File: config.mk
export PLATFORM = sky130hd
export DESIGN_NAME = rr_arbiter3
export DESIGN_NICKNAME = d
export VERILOG_FILES = /design/src/rtl/arb_defs_pkg.sv /design/src/rtl/rr_pick3.sv /design/src/rtl/rr_arbiter3.sv
export SDC_FILE = /design/constraint.sdc
export NUM_CORES = 1
export LEC_CHECK = 0
export CELL_PAD_IN_SITES_DETAIL_PLACEMENT = 1
export CELL_PAD_IN_SITES_GLOBAL_PLACEMENT = 1
export CORE_ASPECT_RATIO = 0.9
export CORE_MARGIN = 4
export CORE_UTILIZATION = 41
export CTS_CLUSTER_SIZE = 10
export DETAILED_ROUTE_END_ITERATION = 10
export PLACE_DENSITY = 0.79
export SYNTH_ARGS = -nofsm -noshare
export SYNTH_HDL_FRONTEND = slang
export SYNTH_SLANG_ARGS = --single-unit
File: constraint.sdc
create_clock -name clk -period 4.4 [get_ports clk]
set_clock_uncertainty 0.2 [all_clocks]
set_input_delay 0.66 -clock clk [delete_from_list [all_inputs] [get_ports clk]]
set_output_delay 0.66 -clock clk [all_outputs]
set_load 0.02 [all_outputs]
File: src/rtl/arb_defs_pkg.sv
// Shared definitions for the 3-way round-robin arbiter: state encodings,
// the "no owner" id, and index helpers for a 3-entry ring.
package arb_defs;

   typedef enum logic {
      ST_IDLE  = 1'b0,
      ST_GRANT = 1'b1
   } state_e;

   localparam logic [1:0] NO_OWNER = 2'b11;

   // Next index on the 0..2 ring.
   function automatic logic [1:0] next_idx(input logic [1:0] i);
      return (i >= 2'd2) ? 2'd0 : i + 2'd1;
   endfunction

   function automatic logic [2:0] onehot3(input logic [1:0] i);
      return 3'b001 << i;
   endfunction

endpackage

File: src/rtl/rr_pick3.sv
// Combinational rotating-priority scan: first set request starting at ptr.
module rr_pick3
   import arb_defs::*;
(
   input  logic [2:0] req,
   input  logic [1:0] ptr,
   output logic       valid,
   output logic [1:0] win
);

   logic [1:0] p0, p1, p2;

   always_comb begin
      // ptr is never 3 in practice; clamp so the scan stays inside the ring.
      p0    = (ptr > 2'd2) ? 2'd0 : ptr;
      p1    = next_idx(p0);
      p2    = next_idx(p1);
      valid = |req;
      win   = NO_OWNER;
      if (req[p0])      win = p0;
      else if (req[p1]) win = p1;
      else if (req[p2]) win = p2;
   end

endmodule

File: src/rtl/rr_arbiter3.sv
// Round-robin arbiter for three requesters sharing one datapath. Registered
// one-hot grant held while the owner requests, with an optional hold limit.
module rr_arbiter3
   import arb_defs::*;
#(
   parameter int MAX_HOLD = 4,
   parameter int HOLD_W   = 3
) (
   input  logic       clk,
   input  logic       rst_n,
   input  logic [2:0] req,
   output logic [2:0] gnt,
   output logic [1:0] gnt_id,
   output logic       busy,
   output logic       forced
);

   localparam logic [HOLD_W-1:0] HOLD_MAX = HOLD_W'(MAX_HOLD);

   state_e            state_q, state_d;
   logic [1:0]        ptr_q, ptr_d;
   logic [1:0]        owner_q, owner_d;
   logic [2:0]        gnt_q, gnt_d;
   logic [HOLD_W-1:0] hold_q, hold_d;
   logic              forced_q, forced_d;

   logic       pick_valid;
   logic [1:0] pick_win;
   logic       owner_req, others_req, limit_hit;

   rr_pick3 u_pick (
      .req   (req),
      .ptr   (ptr_q),
      .valid (pick_valid),
      .win   (pick_win)
   );

   always_comb begin
      state_d    = state_q;
      ptr_d      = ptr_q;
      owner_d    = owner_q;
      gnt_d      = gnt_q;
      hold_d     = hold_q;
      forced_d   = 1'b0;
      owner_req  = |(req & gnt_q);
      others_req = |(req & ~gnt_q);
      limit_hit  = (MAX_HOLD != 0) && (hold_q == HOLD_MAX);

      case (state_q)
         ST_IDLE: begin
            if (pick_valid) begin
               state_d = ST_GRANT;
               owner_d = pick_win;
               gnt_d   = onehot3(pick_win);
               hold_d  = HOLD_W'(1);
            end
         end
         ST_GRANT: begin
            if (!owner_req || (limit_hit && others_req)) begin
               state_d  = ST_IDLE;
               owner_d  = NO_OWNER;
               gnt_d    = 3'b000;
               hold_d   = '0;
               ptr_d    = next_idx(owner_q);
               // A voluntary drop wins over the limit on the same edge.
               forced_d = owner_req;
            end else if ((MAX_HOLD != 0) && (hold_q < HOLD_MAX)) begin
               hold_d = hold_q + 1'b1;
            end
         end
         default: state_d = ST_IDLE;
      endcase
   end

   always_ff @(posedge clk) begin
      if (!rst_n) begin
         state_q  <= ST_IDLE;
         ptr_q    <= 2'd0;
         owner_q  <= NO_OWNER;
         gnt_q    <= 3'b000;
         hold_q   <= '0;
         forced_q <= 1'b0;
      end else begin
         state_q  <= state_d;
         ptr_q    <= ptr_d;
         owner_q  <= owner_d;
         gnt_q    <= gnt_d;
         hold_q   <= hold_d;
         forced_q <= forced_d;
      end
   end

   assign gnt    = gnt_q;
   assign gnt_id = owner_q;
   assign busy   = (state_q == ST_GRANT);
   assign forced = forced_q;

endmodule

==> flow_summary.ini, run 1 <==
[power]
clkPwrFrac_pct = 32.2
intPower_uw = 196
power_switching_uw = 80.0
swShare_pct = 29.0
combPwrFrac_pct = 23.0
seqPwrFrac_pct = 44.8
worst_ir_drop_vdd_uv = 182
p_per_area_nw_per_um2 = 301
power_leakage_nw = 0.326

[clocking]
clock_sinks = 12
clock_latency_ns = 0.28
cts-resized-gates = 0
cts_setup_buffers = 0
clk_pin_slew_ns = 0.08
cts_tree = done
clock-root-buffer = clkbuf_4
ctsHoldBuffers = 0
clockBufferDepth = 2
cts-htree-levels = 1
cts_buffers = 3

[global_route]
antenna_found_initial = 0
grt_max_degree = 12
grt_usage_pct = 16.4
grt_pass1_vias = 711
grt_remaining_overflow = 0
grt_pass1_wl_um = 3210

[setup_path]
slowest_delay_ns = 0.72
end_kind = flop
critPathBufInv = 1
start_kind = input port
r2r_slack_ns = 2.17
r2r_cells = 7
r2r-start = ptr_q[0]
crit_chain = clkdlybuf4s50_1 -> a222oi_1 -> o21ai_2 -> or3b_1 -> a21boi_1
required_ns = 4.41
crit_family = compound AO/OA/AOI/OAI gates
crit_type = input port to flop
cp_slowest_cell = a222oi_1
cp_data_arrival_time_ns = 2.69
timing.rr.end = gnt[2]
crit_fanout = 9

[logic_synthesis]
synth_ff_type = dfxtp_1
syn_inst = 89
synthArstFlopShare_pct = 0
synth_edf_count = 0
ys_seq_elements = 12
syn_avg_cell_area_um2 = 8.38
syn_area_um2 = 746
yosysWarningCount = 0
seq_area_frac_synth_pct = 32.2
mappedNetlistNets = 99
ys_types = 39

[die]
coreArea_um2 = 1700
rows = 14
die_h_um = 48.5
start_util_pct = 43.9
ioPinCount = 12
dieArea_um2 = 2570
fp.dieW_um = 53.0

[route]
drtAntennaViolNets = 0
first_pass_iters = 4
routed_wl_um = 1860
dr.first_iter.drc_count = 16
wl_per_cell_um = 14.7
route.detailed.drc = 0
viasPerCell = 5.67
vias = 714

[min_path]
holdCritStartpoint = ptr_q[1]
worst_hold_path.endpoint = ptr_q[1]
hold_class = flop to flop
holdPathStages = 2

[status]
status = finished, final reports clean

[timing]
worst_pin_slew_ns = 0.695
hold_viol_final = 0
tns_ns = 0
slew_headroom_pct = 53.7
finalMaxSlewViolations = 0
layout_min_cycle_time_ns = 2.68
fmax_mhz = 373
rsz0062_at_grt = false
setup_viol = 0
fin_crit_sh_pct = 60.9
fin_ws_ns = 1.72

[layout]
drive_gt1_share_pct = 10.8
final_nets = 113
layout_commonest_cell = dfxtp_1
diodes = 0
synthToLayoutAreaGrowth_pct = 22.7
most-common-layout-cells = dfxtp_1 (12), clkdlybuf4s50_1 (11), inv_1 (10)

[placed_design]
place_ws_ns = 1.43
port-buffer-count = 11
routabilityCongestion = 0.761
dp_hpwl_um = 1410

[flow_run]
max_cap_viol_count = 0
## cell type report
type / instances / area, um2
flip-flops and latches: 12 / 240
multi-input cells: 64 / 453
inverters: 10 / 37.5
well taps: 24 / 30.0
fillers: 220 / 785
repair buffers: 12 / 118
clock buffers: 4 / 36.3
## synthesized netlist by cell type (all sizes together), types with 2 or more instances
cell type / number / area, um2
a21oi: 2 / 10.0
nand4: 2 / 12.5
a31oi: 2 / 12.5
nand2b: 3 / 18.8
dfxtp: 12 / 240
nor3: 2 / 10.0
inv: 10 / 37.5
o21ai: 7 / 42.5
nand2: 5 / 18.8
o21a: 2 / 15.0
nand3: 3 / 15.0
ha: 5 / 62.6
o22ai: 2 / 12.5
or2b: 2 / 15.0
clkbuf: 2 / 7.51
nor2: 3 / 11.3
o32ai: 2 / 17.5
a21boi: 4 / 30.0
## power by group through the flow
| stage | Clock, mW | Sequential [mW] | Combinational [mW] |
|---|---|---|---|
| 2_1_floorplan | 0 | 0.130 | 0.0341 |
| 3_3_place_gp | 0 | 0.126 | 0.0625 |
| 3_5_place_dp | 0 | 0.126 | 0.0633 |
| 4_1_cts | 0.0916 | 0.123 | 0.0639 |
| 5_1_grt | 0.0978 | 0.125 | 0.0695 |
| 6_report | 0.0888 | 0.123 | 0.0634 |
## per-stage QoR
step	area [um2]	power [mW]	std cells	util (%)	hold WS, ns
6_report	915	0.276	126	53.8	0.296
5_1_grt	915	0.292	126	53.8	0.317
4_1_cts	915	0.279	126	53.8	0.296
3_5_place_dp	878	0.189	122	51.7	0.284
3_3_place_gp	878	0.188	122	51.7	0.268
2_1_floorplan	746	0.164	89	-	0.247
## sequential cells by signal (all words and copies together) (netlist names)
register,flops
gnt,3
hold_q,3
gnt_id,2
ptr_q,2
busy,1
forced,1
## worst reg2reg max path: stages, from the launching register on
cell and delay, ns:
dfxtp_1 0.39, inv_1 0.06, ha_1 0.36, or2_2 0.29
a31oi_1 0.22, a21boi_0 0.14, o21a_1 0.22, o32ai_1 0.25
## worst max path at each step
stage | startpoint | end | slack [ns] | cells after the start
after floorplan | req[1] | ptr_q[1] | 2.13 | 5
after global placement | req[0] | ptr_q[1] | 1.49 | 5
after detailed placement | req[0] | ptr_q[1] | 1.43 | 5
after CTS | req[0] | ptr_q[1] | 1.73 | 5
after global routing | req[0] | ptr_q[0] | 1.57 | 5
final | req[0] | ptr_q[1] | 1.72 | 5
## cell families (layout without fill, tap and decap cells)
kind of cell / count (synthesis) / after routing / synth area share, %
compound gates: 28 / 28 / 27.5
flops: 12 / 12 / 32.2
simple gates: 31 / 31 / 24.8
buf+inv: 13 / 26 / 7.05
fa+ha+maj: 5 / 5 / 8.39
## metal layers
layer | up-vias | part of all wire [%] | global-route usage [%]
met4 | 0 | 1.8 | 6.38
met3 | 5 | 2.6 | 3.99
li1 | 355 | - | -
met5 | - | 0 | 0
met1 | 339 | 53 | 23.0
met2 | 15 | 42 | 23.8
(Power assumes the default switching activity.)
==> inputs of run 2 (changes only) <==
--- a/config.mk
+++ b/config.mk
@@ -9,10 +9,10 @@
 export CELL_PAD_IN_SITES_GLOBAL_PLACEMENT = 1
 export CORE_ASPECT_RATIO = 0.9
 export CORE_MARGIN = 4
-export CORE_UTILIZATION = 41
+export CORE_UTILIZATION = 38
 export CTS_CLUSTER_SIZE = 10
 export DETAILED_ROUTE_END_ITERATION = 10
-export PLACE_DENSITY = 0.79
+export PLACE_DENSITY = 0.73
 export SYNTH_ARGS = -nofsm -noshare
 export SYNTH_HDL_FRONTEND = slang
 export SYNTH_SLANG_ARGS = --single-unit
==> constraint.sdc (replaced) <==
create_clock -name clk -period 2.8 [get_ports clk]
set_clock_uncertainty 0.2 [all_clocks]
set_input_delay 0.42 -clock clk [delete_from_list [all_inputs] [get_ports clk]]
set_output_delay 0.42 -clock clk [all_outputs]
set_load 0.02 [all_outputs]
==> run 2 against run 1 <==
  * Flip-flop and latch count unchanged
  * Hold slack worse by 0.0077 ns
  * Combinational power is 64% higher
  * Power grew 58%
  * Sequential power up 58%
  * Final area grew 2.5%
  * Largest power group unchanged
==> flow_summary.ini, run 2 (same netlist as run 1, synthesis figures left out) <==
[global_route]
grt_pass1_wl_um = 3420
grt_usage_pct = 17.2
grt_remaining_overflow = 0
grt_max_degree = 12
antenna_found_initial = 0
grt_pass1_vias = 730

[route]
wl_per_cell_um = 15.4
first_pass_iters = 4
viasPerCell = 5.69
routed_wl_um = 1990
dr.first_iter.drc_count = 21
drtAntennaViolNets = 0
route.detailed.drc = 0
vias = 734

[setup_path]
required_ns = 2.75
end_kind = flop
crit_fanout = 9
crit_type = input port to flop
r2r_slack_ns = 0.57
start_kind = input port
r2r_cells = 7
cp_data_arrival_time_ns = 2.27

[layout]
layout_commonest_cell = dfxtp_1
drive_gt1_share_pct = 13.3
finalNonFillerCells = 129
ff_latch_area_um2 = 240
final_nets = 116
post-route-util_pct = 53.0
synthToLayoutAreaGrowth_pct = 25.7
most-common-layout-cells = dfxtp_1 (12), clkdlybuf4s50_1 (11), inv_1 (10)
diodes = 0
multi_input_area_um2 = 453
fill_cells = 218

[clocking]
clockBufferDepth = 2
cts-htree-levels = 1
clk_pin_slew_ns = 0.07
ctsHoldBuffers = 0
cts_tree = done
cts-resized-gates = 0
clock_sinks = 12
cts_buffers = 3
clock_latency_ns = 0.28
cts_setup_buffers = 0
clock-root-buffer = clkbuf_4

[min_path]
holdPathStages = 2
hold_class = flop to flop

[die]
die_h_um = 50.0
fp.dieW_um = 54.7
ioPinCount = 12
rows = 14
start_util_pct = 42.1
coreArea_um2 = 1770
dieArea_um2 = 2740

[power]
swShare_pct = 28.7
combPwrFrac_pct = 23.9
p_per_area_nw_per_um2 = 465
intPower_uw = 311
power_leakage_nw = 0.340
clkPwrFrac_pct = 31.7
seqPwrFrac_pct = 44.5
worst_ir_drop_vdd_uv = 320
power_switching_uw = 125

[status]
status = finished, final reports clean

[timing]
fin_ws_ns = 0.475
worst_pin_slew_ns = 0.532
layout_min_cycle_time_ns = 2.33
finalMaxSlewViolations = 0
setup_viol = 0
tns_ns = 0
fin_crit_sh_pct = 83.1
hold_viol_final = 0
fmax_mhz = 430
rsz0062_at_grt = false
slew_headroom_pct = 64.3

[placed_design]
placedCellCount = 125
dp_hpwl_um = 1520
place_ws_ns = 0.215
port-buffer-count = 11
routabilityCongestion = 0.806

[flow_run]
max_cap_viol_count = 0
==> run 2: cell count changes in the layout (fill, tap and decap cells not counted), sizes merged <==
cell  delta
buf      +3
==> run 2: metal layers <==
metal  global-route usage (%)  up-vias  wire [um]
li1                         -      361          -
met1                     25.0      351       1060
met2                     23.4       19        820
met3                     5.72        3         95
met4                     4.98        0         17
met5                        0        -          0
==> run 2: final cells by class <==
class | instances | share of cell area [%]
tap | 24 | 3.20
sequential | 12 | 25.6
multi-input combinational | 64 | 48.3
timing repair buffer | 15 | 15.0
inverter | 10 | 4.01
clock buffer | 4 | 3.87
==> run 2: per-stage QoR <==
step,area [um2],hold slack (ns),power (mW)
floorplan,746,0.247,0.258
global placement,901,0.281,0.299
detailed placement,901,0.282,0.301
CTS,937,0.292,0.441
global route,937,0.326,0.464
finish,937,0.289,0.436
==> run 2: critical path, stage by stage <==
cell and delay, ns:
clkdlybuf4s50_1 0.64, or2b_1 0.26, a31oi_1 0.32, nor3_1 0.17, o21ai_2 0.31, o32ai_1 0.15
==> run 2: path summary, 6_finish.rpt <==
path	start	endpoint
min reg2reg	ptr_q[1]	ptr_q[1]
max reg2reg	ptr_q[0]	gnt[2]
min	ptr_q[1]	ptr_q[1]
max	req[0]	gnt[0]
==> run 2: power by group through the flow <==
stage	clock network (mW)	logic, mW	registers [mW]
2_1_floorplan	0	0.0535	0.204
3_3_place_gp	0	0.102	0.197
3_5_place_dp	0	0.103	0.198
4_1_cts	0.143	0.104	0.194
5_1_grt	0.153	0.114	0.196
6_report	0.138	0.104	0.194
==> inputs of run 3 (changes only) <==
--- a/config.mk
+++ b/config.mk
@@ -9,10 +9,10 @@
 export CELL_PAD_IN_SITES_GLOBAL_PLACEMENT = 1
 export CORE_ASPECT_RATIO = 0.9
 export CORE_MARGIN = 4
-export CORE_UTILIZATION = 38
+export CORE_UTILIZATION = 34
 export CTS_CLUSTER_SIZE = 10
 export DETAILED_ROUTE_END_ITERATION = 10
-export PLACE_DENSITY = 0.73
+export PLACE_DENSITY = 0.69
 export SYNTH_ARGS = -nofsm -noshare
 export SYNTH_HDL_FRONTEND = slang
 export SYNTH_SLANG_ARGS = --single-unit
==> constraint.sdc (replaced) <==
create_clock -name clk -period 2.12 [get_ports clk]
set_clock_uncertainty 0.2 [all_clocks]
set_input_delay 0.318 -clock clk [delete_from_list [all_inputs] [get_ports clk]]
set_output_delay 0.318 -clock clk [all_outputs]
set_load 0.02 [all_outputs]
==> run 3 against run 2 <==
  * Clock-buffer cell count is the same
  * Sequential share of layout area shrank 3.6 points
  * Non-clock buffer count grew 17
  * Routed wire length grew 19%
  * Register-to-register slack lost 0.49 ns
  * Sequential power grew 32%
  * Critical path type is now flop to flop
  * Largest cell class unchanged
  * Largest power group unchanged
==> flow_summary.ini, run 3 (same netlist as run 1, synthesis figures left out) <==
[setup_path]
cp_slowest_cell = dfxtp_2
crit_fanout = 3
cp_data_arrival_time_ns = 2.02
r2r_cells = 7
crit_type = flop to flop
required_ns = 2.11
crit_family = compound AO/OA/AOI/OAI gates
critPathBufInv = 1
crit_chain = inv_1 -> ha_1 -> or2_2 -> a31oi_1 -> a21boi_1 -> o21a_1 -> o32ai_2
path_depth = 7
end_kind = flop
slowest_delay_ns = 0.33
start_kind = flop

[clocking]
clock-root-buffer = clkbuf_4
clockBufferDepth = 2
cts_tree = done
clock_latency_ns = 0.27
cts_buffers = 3
cts-htree-levels = 1
clk_pin_slew_ns = 0.08
clock_sinks = 12

[global_route]
grt_usage_pct = 16.5
grt_pass1_wl_um = 3820
grt_max_degree = 11
grt_pass1_vias = 840
grt_remaining_overflow = 0
antenna_found_initial = 0

[layout]
post-route-util_pct = 54.6
synthToLayoutAreaGrowth_pct = 47.1
drive_gt1_share_pct = 30.3
diodes = 0
finalNonFillerCells = 147
final_nets = 133
most-common-layout-cells = buf_4 (21), dfxtp_1 (11), inv_1 (10)
layout_commonest_cell = buf_4
final_area_um2 = 1100

[placed_design]
placedCellCount = 143
routabilityCongestion = 0.764
placed_cell_area_um2 = 1030
place_ws_ns = -0.262
port-buffer-count = 11
dp_hpwl_um = 1750

[timing]
finalMaxSlewViolations = 0
tns_ns = 0
hold-worst-slack_ns = 0.312
fin_crit_sh_pct = 96.1
layout_min_cycle_time_ns = 2.04
worst_pin_slew_ns = 0.450
fin_ws_ns = 0.0830
setup_viol = 0
fmax_mhz = 491
slew_headroom_pct = 69.8
hold_viol_final = 0

[die]
start_util_pct = 37.1
die_h_um = 52.4
coreArea_um2 = 2010
rows = 15
fp.dieW_um = 57.4
ioPinCount = 12
dieArea_um2 = 3010

[power]
p_per_area_nw_per_um2 = 563
p_total_uw = 618
power_leakage_nw = 0.442
worst_ir_drop_vdd_uv = 458

[route]
drtAntennaViolNets = 0
route.detailed.drc = 0
viasPerCell = 5.52
wl_per_cell_um = 16.2
first_pass_iters = 4
dr.first_iter.drc_count = 26
routed_wl_um = 2380
vias = 812

[min_path]
hold_class = flop to flop
holdPathStages = 2

[flow_run]
max_cap_viol_count = 0

[status]
status = finished, final reports clean
run 3: area by class of cell:
cell class	count	area (um2)
fill	247	911
multi-input combinational	64	478
timing repair buffer	32	273
sequential	12	241
inverter	10	37.5
clock buffer	4	36.3
tap	25	31.3
run 3: repair_timing:
action,in CTS,in global routing
buffers inserted,0,0
endpoints found under the setup margin,0,9
resized for setup,0,11
hold buffers,0,0
hold endpoints to repair,0,0
run 3: worst paths after layout:
| path | startpoint | endpoint | slack (ns) |
|---|---|---|---|
| max reg2reg | ptr_q[0] | gnt[2] | 0.08 |
| max | ptr_q[0] | gnt[2] | 0.08 |
| min reg2reg | gnt[0] | gnt[0] | 0.31 |
| min | gnt[0] | gnt[0] | 0.31 |
run 3: layer usage:
layer	track usage, %	vias to the layer above	wire (um)
li1	-	396	-
met1	22.2	384	1160
met2	25.2	25	1040
met3	4.93	7	139
met4	5.41	0	38
met5	0	-	0
run 3: worst min-delay path, delay by kind of cell (launching register included):
| kind | cells | cell delay [ns] |
|---|---|---|
| DFF | 1 | 0.35 |
| buffers and inverters | 1 | 0.06 |
| AOI/OAI and AO/OA | 1 | 0.06 |
run 3: report_power, final:
group	switching [mW]	leakage (nW)	total [mW]	internal, mW
Clock	0.0789	0.0210	0.183	0.104
Sequential	0.0157	0.0988	0.256	0.240
Combinational	0.0858	0.323	0.179	0.0931
Total	0.180	0.442	0.618	0.437
